<file path="src/rtl/shift_left_seq.sv">
// rtl/shift_left_seq.sv - iterative signed left shifter, one bit per clock, with overflow detect.
// Optional saturation on overflow is enabled by defining SHIFT_LEFT_SAT_EN.
module shift_left_seq #(
  parameter int WIDTH = 9,
  parameter int CNT_W = 3
) (
  input  logic             clock,
  input  logic             reset,
  input  logic             in_valid,
  output logic             in_ready,
  input  logic [WIDTH-1:0] in,
  input  logic [CNT_W-1:0] count,
  output logic             out_valid,
  input  logic             out_ready,
  output logic [WIDTH-1:0] out_q,
  output logic             ovf
);

  typedef enum logic [1:0] {
    IDLE  = 2'd0,
    SHIFT = 2'd1,
    DONE  = 2'd2
  } state_t;

  state_t             state;
  state_t             next_state;
  logic [WIDTH-1:0]   data;
  logic [CNT_W-1:0]   remaining;
  logic               ovf_r;

  always_ff @(posedge clock or posedge reset) begin
    if (reset) begin
      state <= IDLE;
    end else begin
      state <= next_state;
    end
  end

  always_comb begin
    next_state = state;
    in_ready   = 1'b0;
    out_valid  = 1'b0;
    case (state)
      IDLE: begin
        in_ready = 1'b1;
        if (in_valid) begin
          next_state = (count == '0) ? DONE : SHIFT;
        end
      end
      SHIFT: begin
        if (remaining == CNT_W'(1)) begin
          next_state = DONE;
        end
      end
      DONE: begin
        out_valid = 1'b1;
        if (out_ready) begin
          next_state = IDLE;
        end
      end
      default: next_state = IDLE;
    endcase
  end

  // Overflow is judged on the pre-shift word: the bit about to become the MSB
  // must equal the current sign bit, otherwise the shift changes the sign.
  always_ff @(posedge clock or posedge reset) begin
    if (reset) begin
      data      <= '0;
      remaining <= '0;
      ovf_r     <= 1'b0;
    end else begin
      case (state)
        IDLE: begin
          if (in_valid) begin
            data      <= in;
            remaining <= count;
            ovf_r     <= 1'b0;
          end
        end
        SHIFT: begin
          ovf_r     <= ovf_r | (data[WIDTH-1] ^ data[WIDTH-2]);
          data      <= {data[WIDTH-2:0], 1'b0};
          remaining <= remaining - CNT_W'(1);
        end
        default: begin
        end
      endcase
    end
  end

  assign ovf = ovf_r;

`ifdef SHIFT_LEFT_SAT_EN
  logic sign_r;

  always_ff @(posedge clock or posedge reset) begin
    if (reset) begin
      sign_r <= 1'b0;
    end else if (state == IDLE && in_valid) begin
      sign_r <= in[WIDTH-1];
    end
  end

  always_comb begin
    out_q = data;
    if (ovf_r) begin
      out_q = sign_r ? {1'b1, {(WIDTH-1){1'b0}}} : {1'b0, {(WIDTH-1){1'b1}}};
    end
  end
`else
  assign out_q = data;
`endif

endmodule
</file>
<file path="config.mk">
export PLATFORM = sky130hd
export DESIGN_NAME = shift_left_seq
export DESIGN_NICKNAME = d
export VERILOG_FILES = /design/src/rtl/shift_left_seq.sv
export SDC_FILE = /design/constraint.sdc
export NUM_CORES = 1
export LEC_CHECK = 0
export CORE_AREA = 3 3 47 49
export CTS_BUF_LIST = sky130_fd_sc_hd__clkbuf_8
export CTS_CLUSTER_SIZE = 14
export DETAILED_ROUTE_END_ITERATION = 7
export DIE_AREA = 0 0 50 52
export PLACE_DENSITY = 0.77
export SLEW_MARGIN = 20
export SYNTH_ARGS = -nofsm -noshare
export SYNTH_HDL_FRONTEND = slang
export SYNTH_SLANG_ARGS = --single-unit
</file>
<file path="constraint.sdc">
create_clock -name clock -period 1.3 [get_ports clock]
set_input_delay 0.195 -clock clock [delete_from_list [all_inputs] [get_ports clock]]
set_output_delay 0.195 -clock clock [all_outputs]
set_load 0.02 [all_outputs]
</file>
==> results.cfg <==
[power]
peakVddDrop_mv = 1.085
p_per_area_mw_per_mm2 = 2179
post-layout-total-power_mw = 2.677
p_sw_frac = 0.4121
leakage_nw = 0.5992
intPower_mw = 1.574
power.switching_mw = 1.103
clkPwrFrac = 0.137
p_seq_frac = 0.319
combPwrFrac = 0.544

[place]
dp_hpwl_um = 1495
dpl_cell_area_sq_mm = 0.001179
routabilityCongestion = 0.8572
post-place-cells = 150
io_buffer_count = 27
pre_cts_slack_ns = -0.1288

[timing]
setup_violations = 0
worstMarginPinSlew_ns = 0.2330
rsz0062_at_grt = true
drv_slew = 0
finalWorstSetupSlack_ns = 0.03118
max_freq_mhz = 788.1
period_share = 0.9760
skew_ns = 0.001528
slew_headroom = 0.8434
period_needed_ns = 1.269
final_hold_viol_count = 0

[global_route]
grt.overflow.total = 0
grt.total_usage = 0.1675
grt_pass1_wl_um = 3263
antenna_found_initial = 0
grt_start_max_net_pins = 22
grt_pass1_vias = 732

[synthesis]
syn_nets = 107
synth.top_cell.area_share = 0.4552
ys_ff_latch = 15
seq_area_frac_synth = 0.4552
synth_cell_types = 24
synth_area_sq_um = 824.5
ys.warnings.count = 0
synth_largest_area_cell = dfrtp_1
syn_avg_cell_area_sq_um = 9.265
synth_area_leaders = dfrtp_1, a21oi_1, and3b_1, o21ai_0, nand2_1
postSynthCellCount = 89

[worst_setup_path]
criticalPathCategory = reg2reg
cp.required_ns = 1.43
cp.arrival_ns = 1.40
reg2reg_from = state[0]
timing.rr.end = remaining[1]
rrSetupSlack_ns = 0.03
r2r.worst_path.cells = 4
critPathMaxFanout = 21
critPathLaunchType = flop
cp-end-kind = flop

[detailed_routing]
first_iter_violations = 8
vias = 785
drc_errors = 0
drt-total-wl_um = 2082
drtPass1Iterations = 4
via_per_inst = 5.097
wl_per_cell_um = 13.52
postRouteAntennaNets = 0

[clocking]
postCtsSetupBuffers = 0
cts_tree = done
clkTransAtPathRegs_ns = 0.06
clk_latency_ns = 0.24
htreeDepth = 1
cts-root-buf = clkbuf_8
cts_sinks = 15
holdBufCountCts = 0
cts_buffers = 3
cts_buffer_depth = 2

[finish]
fill_cells = 174
fin_area_sq_mm = 0.001229
ff_latch_area_sq_um = 376.6
final_nets = 146
n_antenna_cell = 0
final_util = 0.6461
area.growth.synth_to_final_pct = 49.01
multi_input_area_sq_um = 389.1
instances_no_fill = 154
drive_above_1_share = 0.1811

[flow_run]
maxCapViolCount = 0

[floorplan]
initial_core_util = 0.4336
rows = 16
dieArea_sq_mm = 0.002600
core_area_sq_mm = 0.001902
fp.dieH_um = 52
io_pins = 28
die_w_um = 50

[worst_hold_path]
hold_path_class = in2async

[status]
status = complete, no violations
## how the worst max path moves through the flow
stage / startpoint / endpoint / slack [ns] / cells after the start
5_1_grt: state[0] / remaining[1] / -0.05 / 4
3_3_place_gp: in_valid / remaining[1] / -0.09 / 4
6_report: state[0] / remaining[1] / 0.03 / 4
2_1_floorplan: state[0] / out_valid / 0.07 / 4
3_5_place_dp: in_valid / out_q[8] / -0.13 / 6
4_1_cts: state[0] / in_ready / 0.002 / 2
## area by class of cell
cell class	instances	share of cell area
clock buffers	3	0.03360
clock inverters	1	0.003055
inverters	7	0.02138
multi-input cells	61	0.3167
flip-flops and latches	15	0.3065
well taps	27	0.02749
repair buffers	40	0.2912
## cell families (layout without fill, tap and decap cells)
logic type,after synthesis,in the layout,share of synthesized area
adder cells (fa/ha/maj),2,2,0.03034
buffers and inverters,13,51,0.08953
flip-flops,15,15,0.4552
AO/OA/AOI/OAI,31,31,0.2185
XOR/XNOR,1,1,0.01062
AND/OR/NAND/NOR,27,27,0.1958
## layer usage
metal / wire length (um) / vias to the layer above / GRT usage
met5: 0 / - / 0
met4: 27 / 0 / 0.09677
met3: 79 / 2 / 0.01433
met2: 1023 / 17 / 0.2783
met1: 951 / 380 / 0.2122
li1: - / 386 / -
## power groups by stage
stage | sequential (mW) | clock [mW] | combinational [mW]
after global routing | 0.882 | 0.392 | 1.61
final | 0.855 | 0.367 | 1.46
after CTS | 0.840 | 0.374 | 1.40
after floorplan | 0.994 | 0 | 0.755
after global placement | 0.836 | 0 | 1.45
after detailed placement | 0.849 | 0 | 1.48
## critical path: stages, from the launching register on
cell and delay, ns:
dfrtp_2 0.44, buf_12 0.17, or3b_4 0.37, a21oi_2 0.12, a21oi_1 0.05
## repair_timing
action,4_1_cts,5_1_grt
resized for setup,17,9
pin swaps,0,2
setup endpoints to repair,13,6
hold endpoints to repair,0,0
## per-stage QoR
| stage | setup TNS, ns | hold WS [ns] |
|---|---|---|
| 2_1_floorplan | 0 | 0.09648 |
| 3_3_place_gp | -0.9453 | 0.4867 |
| 3_5_place_dp | -1.205 | 0.4928 |
| 4_1_cts | 0 | 0.2631 |
| 5_1_grt | -0.05085 | 0.2840 |
| 6_report | 0 | 0.2546 |
## cells in the mapped netlist
cell type / number
clkbuf_1: 1
ha_1: 2
a21oi_1: 13
nor3_1: 1
a31oi_1: 1
nand2_1: 10
and3b_1: 7
nor3b_2: 1
a32oi_1: 1
inv_1: 7
buf_2: 2
xor2_1: 1
buf_6: 3
or3_1: 1
o21bai_2: 1
o21ai_0: 11
nand2b_1: 2
nor2b_1: 1
a32o_1: 1
nor2_1: 3
dfrtp_1: 15
o22a_1: 1
a22oi_1: 2
or3b_1: 1
## cells in the final DEF (no fill, tap or decap), types with 2 or more instances in the layout
cell type and instances:
buf_4 12, and3b_1 7, nand2b_1 2, a21oi_1 12, clkbuf_8 3, ha_1 2
nand2_1 10, a22oi_1 2, clkdlybuf4s50_1 15, nor2_1 3, dfrtp_1 14, inv_1 8
buf_2 2, o21ai_0 10, dlygate4sd2_1 10
## sequential cells by signal, summed over array words and instances, names as in the netlist
| register | flops |
|---|---|
| out_q | 9 |
| ovf | 1 |
| remaining | 3 |
| state | 2 |
No activity file was read; power rests on OpenSTA's default activity.
==> edit 1 (same flow settings) <==
The option `SHIFT_LEFT_SAT_EN` is turned on by a define.
--- a/src/rtl/shift_left_seq.sv
+++ b/src/rtl/shift_left_seq.sv
@@ -1,4 +1,6 @@
 // rtl/shift_left_seq.sv - iterative signed left shifter, one bit per clock, with overflow detect.
 // Optional saturation on overflow is enabled by defining SHIFT_LEFT_SAT_EN.
+`define SHIFT_LEFT_SAT_EN
+
 module shift_left_seq #(
   parameter int WIDTH = 9,
Behaviour: not the same (a bounded check fails within 4 cycles, from zero or initial values and one cycle with reset high).
==> edit 1 against the original RTL <==
  * The flow now finishes with violations (setup timing)
  * Area after synthesis is 15% higher
  * Sequential cell count is 1 higher
  * Register-to-register slack better by 0.03 ns
  * First-iteration DRC count is 75% higher
  * Sequential share of layout area is 3.6 points lower
  * Total power is 47% higher
  * Routed wire length is 28% higher
  * Worst setup slack worse by 0.10 ns
  * Design area is 21% higher
  * Clock skew hardly changed
  * Largest cell class unchanged
==> edit 1: results (changes against the original RTL) <==
Outcome
  – Outcome: finished, violations left
  – Violations in the final reports: setup timing

Detailed routing
  – Routed metal-1 wire length: 1.166 mm (+23%)
  – Met2 WL post-DR: 1.320 mm (+29%)
  – Detailed Route WL: 2.663 mm (+28%)

Timing
  – Relative slew margins: 81.27% (-3.1 points)
  – Final setup slack of the worst path: -0.07321 ns (-0.1044 ns)
  – Worst clock skew: 0.001091 ns (-0.0004375 ns)
  – Number of setup violations in the final report: 10 (+10)

Synth
  – Portion of netlist area occupied by mux cells: 1.577% (+1.6 points)
  – Xor and xnor area share after synthesis: 0.9198% (-0.14 points)
  – Ranking of synthesized cells by area: dfrtp_1 (42%), a21oi_1 (6.8%), and3b_1 (5.5%)
  – Net count after synthesis: 122 (+14%)
  – Post-synthesis compound-gate area fraction: 25.89% (+4.0 points)
  – Distinct cells, synth: 30 (+25%)

Clocking
  – Number of instances resized during post-cts repair: 74 (+57)
  – Post-CTS setup-driven buffer insertion count: 1 (+1)

Global route
  – First-pass GRT wire length: 4.443 mm (+36%)
  – M3 GR Usage: 5.158% (+3.7 points)
  – Global-route met1 utilization: 26.57% (+5.3 points)

Pwr
  – Clock share of power: 11.8% (-1.9 points)
  – Tot Pwr: 3.923 mW (+47%)
  – Power drawn by the combinational cells: 2.52 mW (+73%)

Placement
  – Detailed placer's ending HPWL: 1.842 mm (+23%)
  – Placed Instances: 176 (+17%)
  – Worst setup timing slack at the placement stage: -0.2553 ns (-0.1266 ns)
  – Global placement routability congestion: 0.7972 (-7.0%)
  – Cell Area, Placed: 1406 µm² (+19%)

Critical path
  – Maximum fanout along the worst path: 6 (-71%)
  – Largest stage delay, worst path: 0.47 ns (+0.03 ns)
  – Arrival time of data at the critical path endpoint: 1.18 ns (-0.22 ns)
[edit 1: changes by cell type after synthesis, moves of 2 or more]
cell / delta
buf_6: -3
inv_1: +4
o21ai_1: +5
o22a_1: +2
o21a_1: +5
o22ai_1: +4
nand2_1: -3
buf_4: +2
o21ai_0: -6
[edit 1: layout make-up]
type | instances | area (µm²) | area share (%)
Tap cell | 27 | 33.78 | 2.263
Sequential cell | 16 | 404.1 | 27.07
Multi-Input combinational cell | 70 | 495.5 | 33.19
Inverter | 11 | 41.29 | 2.766
Timing Repair Buffer | 53 | 462.9 | 31.01
Clock buffer | 4 | 55.05 | 3.688
[edit 1: path summary, 6_finish.rpt]
check                                  start            to  slack, ns  cells after the start
worst max register to register      state[0]  remaining[2]       0.06                      4
worst min register to register  remaining[1]  remaining[1]       0.52                      1
max in group asynchronous              reset      state[0]       0.85                      3
worst min-delay path                   reset       data[1]       0.24                      3
min in group clock              remaining[1]  remaining[1]       0.52                      1
worst max-delay path                     ovf      out_q[4]      -0.07                      3
==> edit 2 (config.mk and constraints unchanged) <==
Without the edit above. Re-encode `state_t` (3 states) as one-hot, 3 bits wide.
--- a/src/rtl/shift_left_seq.sv
+++ b/src/rtl/shift_left_seq.sv
@@ -17,8 +17,8 @@
 );
 
-  typedef enum logic [1:0] {
-    IDLE  = 2'd0,
-    SHIFT = 2'd1,
-    DONE  = 2'd2
+  typedef enum logic [2:0] {
+    IDLE  = 3'b001,
+    SHIFT = 3'b010,
+    DONE  = 3'b100
   } state_t;
 
Behaviour: no difference found for any inputs over 10 cycles, from zero or initial values and one cycle with reset high; not proved beyond that.
==> edit 2 against the original RTL <==
  * The run now ends with setup timing left
  * First-iteration DRC count rose to 3.8 times the old value
  * Design area rose by 19%
  * Total power rose by 35%
  * Routed wire length rose by 37%
  * Die area did not move
  * Sequential cell count rose by 1
  * Area after synthesis rose by 5.2%
  * Worst setup slack got worse by 0.16 ns
  * Critical path type unchanged
==> edit 2: results (changes against the original RTL) <==
Outcome
  – Outcome: finished, violations left
  – Violations in the final reports: setup timing

Timing
  – Number of setup violations in the final report: 15 (+15)
  – Worst clock skew: 0.006109 ns (+0.004580 ns)
  – Final setup slack of the worst path: -0.1317 ns (-0.1629 ns)
  – Relative slew margins: 82.22% (-2.1 points)

Synth
  – Distinct cells, synth: 33 (+38%)
  – Synth top cells by count: a21oi_1 (17), dfrtp_1 (15), nand2_1 (12), nor2_1 (12), inv_1 (4)
  – Register area share after synthesis: 46.32% (+0.80 points)
  – Mean instance size in the synthesized netlist: 9.224 µm² (-0.43%)
  – Ranking of synthesized cells by area: dfrtp_1 (43%), a21oi_1 (9.8%), nand2_1 (5.2%)
  – Net count after synthesis: 112 (+4.7%)

Placement
  – Global placement routability congestion: 0.7834 (-8.6%)
  – Detailed placer's ending HPWL: 1.671 mm (+12%)

Detailed routing
  – First-pass detailed-route iteration total: 4 (unchanged)
  – Total via count in the routed design: 926 (+18%)
  – Iteration-0 DRC Markers: 30 (+22)
  – Mean routed wirelength per cell: 17.03 µm (+26%)

Global route
  – Largest net degree at the start of global routing: 17 (-23%)
  – Vias in the first global route: 880 (+20%)
  – Number of antenna violations at the first check in global routing: 0 (unchanged)
  – First-pass GRT wire length: 4.029 mm (+23%)
  – Overall fraction of global-route tracks in use: 21.45% (+4.7 points)

Pwr
  – Max VDD drop: 1.581 mV (+46%)
  – Leakage power of the design: 0.6563 nW (+9.5%)
  – Switching pwr: 1.523 mW (+38%)

Clocking
  – Clock latency on the worst-skew pair: 0.26 ns (+0.02 ns)

Final layout
  – Share of post-route cells with drive strength above 1: 37.86% (+20 points)
  – Final instance count without filler cells: 167 (+8.4%)
  – Final #Nets: 159 (+8.9%)

Critical path
  – Slowest cell on crit path: dfstp_2
  – Largest stage delay, worst path: 0.56 ns (+0.12 ns)
  – Maximum fanout along the worst path: 6 (-71%)
-- edit 2: path summary, 6_finish.rpt --
path	startpoint	to	slack (ns)	cells past startpoint
min reg2reg	ovf	ovf	0.50	2
max in group asynchronous	reset	state[0]	0.79	3
min in group clock	in[0]	out_q[0]	0.48	3
min	reset	out_q[4]	0.25	3
max reg2reg	state[0]	out_q[5]	-0.13	5
max	state[0]	out_q[5]	-0.13	5
-- edit 2: per-layer routing --
layer  vias up  part of all wire [%]  GRT usage [%]
li1        421                     -              -
met4         0                   3.5          13.36
met1       452                    38          24.37
met2        40                    53          35.43
met3        13                   5.1          6.017
met5         -                     0              0
-- edit 2: final cells by class --
cell class	instances	area, µm²
Tap cell	27	33.78
Sequential cell	16	401.6
Multi-Input combinational cell	68	493.0
Timing Repair Buffer	48	460.4
Inverter	4	15.01
Fill cell	122	442.9
Clock buffer	4	55.05
-- edit 2: worst register-to-register path: cells and delay by family (launching register included) --
kind	cells	cell delay, ns
buf+inv	2	0.30
simple gates	1	0.29
flops	1	0.56
compound gates	2	0.20
-- edit 2: kinds of logic (layout without fill, tap and decap cells) --
group	Yosys count	count (layout)	share of synthesized area [%]
and+or+nand+nor	37	37	23.66
DFF	16	16	46.32
buffers and inverters	10	56	5.770
xor gates and xnor gates	1	1	1.010
adders and majority gates	2	2	2.886
AOI/OAI and AO/OA	28	28	20.35
-- edit 2: timing repair --
item,CTS,global route
pin swaps,1,15
hold buffers,0,0
resized for setup,26,22
gates cloned,0,1
setup buffers,1,3
setup endpoints to repair,27,17
-- edit 2: power groups by stage --
stage	combinational [mW]	sequential, mW	clock (mW)
6_report	2.19	0.963	0.461
5_1_grt	2.35	0.994	0.499
4_1_cts	1.83	0.940	0.461
3_5_place_dp	1.87	0.952	0
3_3_place_gp	1.82	0.939	0
2_1_floorplan	0.915	1.11	0
-- edit 2: stage by stage --
stage               setup TNS [ns]  setup WS (ns)  area [µm²]  power, mW  utilization (%)
global route                -1.701        -0.2145        1459      3.843            76.71
floorplan                        0       0.003281       890.9      2.025                -
CTS                        -0.5256       -0.06840        1338      3.227            70.33
detailed placement          -2.295        -0.2215        1274      2.823            66.97
global placement            -1.811        -0.1857        1274      2.761            66.97
finish                     -0.8367        -0.1317        1459      3.618            76.71
